$ cat config.mk
export PLATFORM = sky130hd
export DESIGN_NAME = fetch_regfile_unit
export DESIGN_NICKNAME = d
export VERILOG_FILES = /design/src/rtl/fetch_regfile_unit.sv
export SDC_FILE = /design/constraint.sdc
export NUM_CORES = 2
export LEC_CHECK = 0
export ABC_CLOCK_PERIOD_IN_PS = 31500
export CAP_MARGIN = 20
export CORE_AREA = 2 2 252 503
export DETAILED_ROUTE_END_ITERATION = 10
export DIE_AREA = 0 0 254 505
export MAX_ROUTING_LAYER = met4
export PLACE_DENSITY_LB_ADDON = 0.1
export SLEW_MARGIN = 20
export SYNTH_ARGS = -nofsm -noshare
export SYNTH_HDL_FRONTEND = slang
export SYNTH_SLANG_ARGS = --single-unit
$ cat constraint.sdc
create_clock -name clk -period 31.5 [get_ports clk]
set_input_delay 4.725 -clock clk [delete_from_list [all_inputs] [get_ports clk]]
set_output_delay 4.725 -clock clk [all_outputs]
set_load 0.02 [all_outputs]
$ cat src/rtl/fetch_regfile_unit.sv
// Fetch PC register plus a 32x32 register file with three combinational read ports.
// Register 0 reads as zero; there is no write-to-read bypass.
module fetch_regfile_unit #(
    parameter logic [31:0] RESET_VECTOR = 32'hBFC00000
) (
    input  logic        clk,
    input  logic        reset,
    input  logic        pc_en,
    input  logic        branch_en,
    input  logic [31:0] branch,
    output logic [31:0] pc,
    input  logic        write_en,
    input  logic [4:0]  write_addr,
    input  logic [31:0] write_data,
    input  logic [4:0]  read_addr0,
    input  logic [4:0]  read_addr1,
    input  logic [4:0]  read_addr2,
    output logic [31:0] read_data0,
    output logic [31:0] read_data1,
    output logic [31:0] read_data2
);

    logic [31:0] pc_next;
    logic [31:0] regs [0:31];

    // The +4 wraps naturally at 2^32; branch targets are taken as-is.
    always_comb begin
        pc_next = pc + 32'd4;
        if (branch_en) begin
            pc_next = branch;
        end
    end

    always_ff @(posedge clk or posedge reset) begin
        if (reset) begin
            pc <= RESET_VECTOR;
        end else if (pc_en) begin
            pc <= pc_next;
        end
    end

    // Entry 0 is only ever cleared by reset, so it always reads back as zero.
    always_ff @(posedge clk or posedge reset) begin
        if (reset) begin
            for (int i = 0; i < 32; i++) begin
                regs[i] <= '0;
            end
        end else if (write_en && (write_addr != 5'd0)) begin
            regs[write_addr] <= write_data;
        end
    end

    assign read_data0 = regs[read_addr0];
    assign read_data1 = regs[read_addr1];
    assign read_data2 = regs[read_addr2];

endmodule

==> flow_summary.toml <==
[outcome]
outcome = "finished clean"

[detailed_routing]
antenna_left = 0
vias_per_cell = 7.41
drt-total-wl_um = 223000
num_vias = 42507
drtIter0Drc = 4351
drtPass1Iterations = 5
drc = 0
wl_per_cell_um = 38.9

[sta]
finalMaxSlewViolations = 0
worst_pin_slew_ns = 1.23
hold_viol_final = 0
setup_slack_ns = 17.26
rsz0062_at_grt = "false"
tns_ns = 0
hold_ws_ns = 0.418
period_needed_ns = 14.24
timing.fmax_ghz = 0.0702
final.period_utilization_pct = 45.2
finalSetupViolCount = 0
relSlewSlack_pct = 18.1
clock_skew_ns = 0.00809

[floorplan]
die_area_um2 = 128000
pin_count = 217
die_w_um = 254
start_util_pct = 49.9
core_area_um2 = 124000
die_h_um = 505
rows = 183

[run]
max_cap_viol_count = 0

[placed_design]
hpwl_um = 123000
portBuffers = 216
gp_congestion = 0.822
dp_cells = 5536
post-place-ws_ns = 17.30

[global_routing]
antenna_found_initial = 13
grt_pass1_vias = 44260
overflow = 0
grt_first_pass_wirelength_um = 321000
grt_use_total_pct = 36.5
grt_start_max_net_pins = 159

[synthesis]
yosys_register_bits = 1056
synth_nets = 4146
netlist_instances = 4056
ys.flop_type = "dfrtp_1"
syn_avg_cell_area_um2 = 15.3
synth_edf_count = 0
netlist_area_um2 = 61900
yosys.cell_types.count = 58
yosys_warnings = 0
async_flop_share_pct = 100
ys_seq_area_share_pct = 42.7

[setup_path]
end_kind = "output pin"
cp_slowest_stage_delay_ns = 0.95
crit_path_cell_trace = "buf_8, buf_4, buf_4, mux4_2, o22ai_1, nor4_1, clkdlybuf4s50_1"
reg2reg_slack_ns = 29.29
cp.depth = 7
reg2reg_to = "pc[20]$_DFFE_PP0P_"
r2r.worst_path.cells = 6
worstPathArrival_ns = 9.51
path_delay_family = "buffers and inverters"
path_buf_inv = 4
worstPathRequired_ns = 26.78
regToRegStartpoint = "pc[2]$_DFFE_PP0P_"
critPathLaunchType = "input pin"
crit_type = "in2out"
worstPathMaxFanout = 82
cp_slowest_cell = "buf_4"
cp_common_cell = "buf_4"

[cts]
cts_tree = "built"
cts_buffers = 101
cts_root_buf = "clkbuf_16"
clkSlewWorstSetupHoldPaths_ns = 0.06
hold_buffers = 0
ctsResizeCount = 0
htree_levels = 3
clock_latency_ns = 0.72
clockBufferDepth = 3
post-cts-setup-buffers = 0
clock-sinks = 1056

[power]
powerDensity_nw_per_um2 = 60.8
p_sw_share_pct = 29.5
pwr-share-comb_pct = 24.4
pwr-share-clk_pct = 30.6
internal-power_mw = 2.92
p_switching_mw = 1.23
vdd.ir_drop.worst_uv = 52.0
pwr-share-seq_pct = 45.0
p_leak_nw = 27.8

[hold_path]
worstHoldPathCells = 0
hold_path_startpoint = "regs[994]$_DFFE_PP0P_"
min_path_type = "reg2reg"
min_to = "regs[994]$_DFFE_PP0P_"

[final_layout]
n_fill_cell = 10186
nNetsFinal = 4066
fin_cells = 5738
syn2layout_area_growth_pct = 10.2
drive_gt1_share_pct = 51.7
[final cells by class]
class	count	area, µm²	area share (%)
multi-input combinational	2504	33400	48.9
sequential	1056	26400	38.8
clock buffer	139	2900	4.26
timing repair buffer	306	2870	4.21
tap	1665	2080	3.06
clock inverter	50	455	0.668
inverter	7	30.0	0.0440
antenna	11	27.5	0.0404
[routing by layer]
metal | GRT usage, % | wire length (µm)
met2 | 57.9 | 110000
met5 | - | 0
met3 | 6.88 | 18000
met1 | 44.2 | 80800
met4 | 19.6 | 14400
[synthesized netlist by cell type (6+ instances only)]
master	number	share of area, %
nand3_1	17	0.14
mux4_2	768	28
buf_6	13	0.24
buf_4	63	0.76
dfstp_2	9	0.38
clkbuf_1	240	1.5
dfrtp_1	1047	42
mux2_1	8	0.15
or3b_2	6	0.085
nand4_1	11	0.11
or3_1	8	0.081
o22ai_1	388	3.9
nor4_1	97	0.98
nand2_1	42	0.25
o21ai_0	20	0.16
mux2_2	984	18
a21oi_1	13	0.11
inv_1	7	0.042
buf_2	125	1.0
nor3_1	8	0.065
buf_1	48	0.29
nor2_1	35	0.21
nand3b_1	21	0.25
[registers in the layout, summed over array words and instances (netlist names)]
name and flops:
regs 1024, pc 32
[worst max path at each step]
stage | startpoint | endpoint
floorplan | reset | pc[0]$_DFFE_PP0P_
global placement | read_addr2[2] | read_data2[4]
detailed placement | read_addr2[2] | read_data2[9]
CTS | read_addr0[1] | read_data0[18]
global route | read_addr0[1] | read_data0[18]
finish | read_addr2[2] | read_data2[9]
[placed cells by master, fill, tap and decap left out, types with 13 or more instances in the layout]
cell type / n
clkinv_2: 28
nor2_1: 23
nand3b_1: 21
mux4_2: 768
buf_2: 13
dfrtp_1: 1047
clkbuf_16: 104
mux2_2: 984
clkdlybuf4s50_1: 196
clkbuf_1: 18
nand2_4: 15
nand2_1: 23
nor4_1: 96
nor2_4: 16
clkbuf_8: 17
nand3_1: 14
o22ai_1: 388
buf_4: 83
o21ai_0: 20
a21oi_1: 13
[metrics by stage]
step / utilization (%) / power (mW) / area, µm²
final: 54.9 / 4.15 / 68200
after global routing: 54.9 / 4.31 / 68200
after CTS: 54.9 / 4.16 / 68200
after detailed placement: 52.2 / 2.90 / 64800
after global placement: 52.2 / 2.86 / 64800
after floorplan: - / 2.58 / 61900
[worst register-to-register path, delay by kind of cell, from the launching register on]
family | cells | cell delay [ns]
flops | 1 | 0.47
fa+ha+maj | 1 | 0.25
compound gates | 1 | 0.08
simple gates | 4 | 1.27
[power by group through the flow]
| stage | Combinational, mW | Sequential, mW | Clock, mW |
|---|---|---|---|
| floorplan | 0.777 | 1.81 | 0 |
| global placement | 0.996 | 1.86 | 0 |
| detailed placement | 1.01 | 1.88 | 0 |
| CTS | 1.02 | 1.86 | 1.29 |
| global route | 1.07 | 1.90 | 1.34 |
| finish | 1.01 | 1.87 | 1.27 |
[cell families after synthesis]
kind of cell / after synthesis / synth area share, %
AND/OR/NAND/NOR: 283 / 2.74
flip-flops: 1056 / 42.7
AO/OA/AOI/OAI: 458 / 4.68
adder cells (fa/ha/maj): 1 / 0.0202
multiplexers: 1762 / 46.0
buffers and inverters: 496 / 3.80
Power figures use the tool's default switching activity.
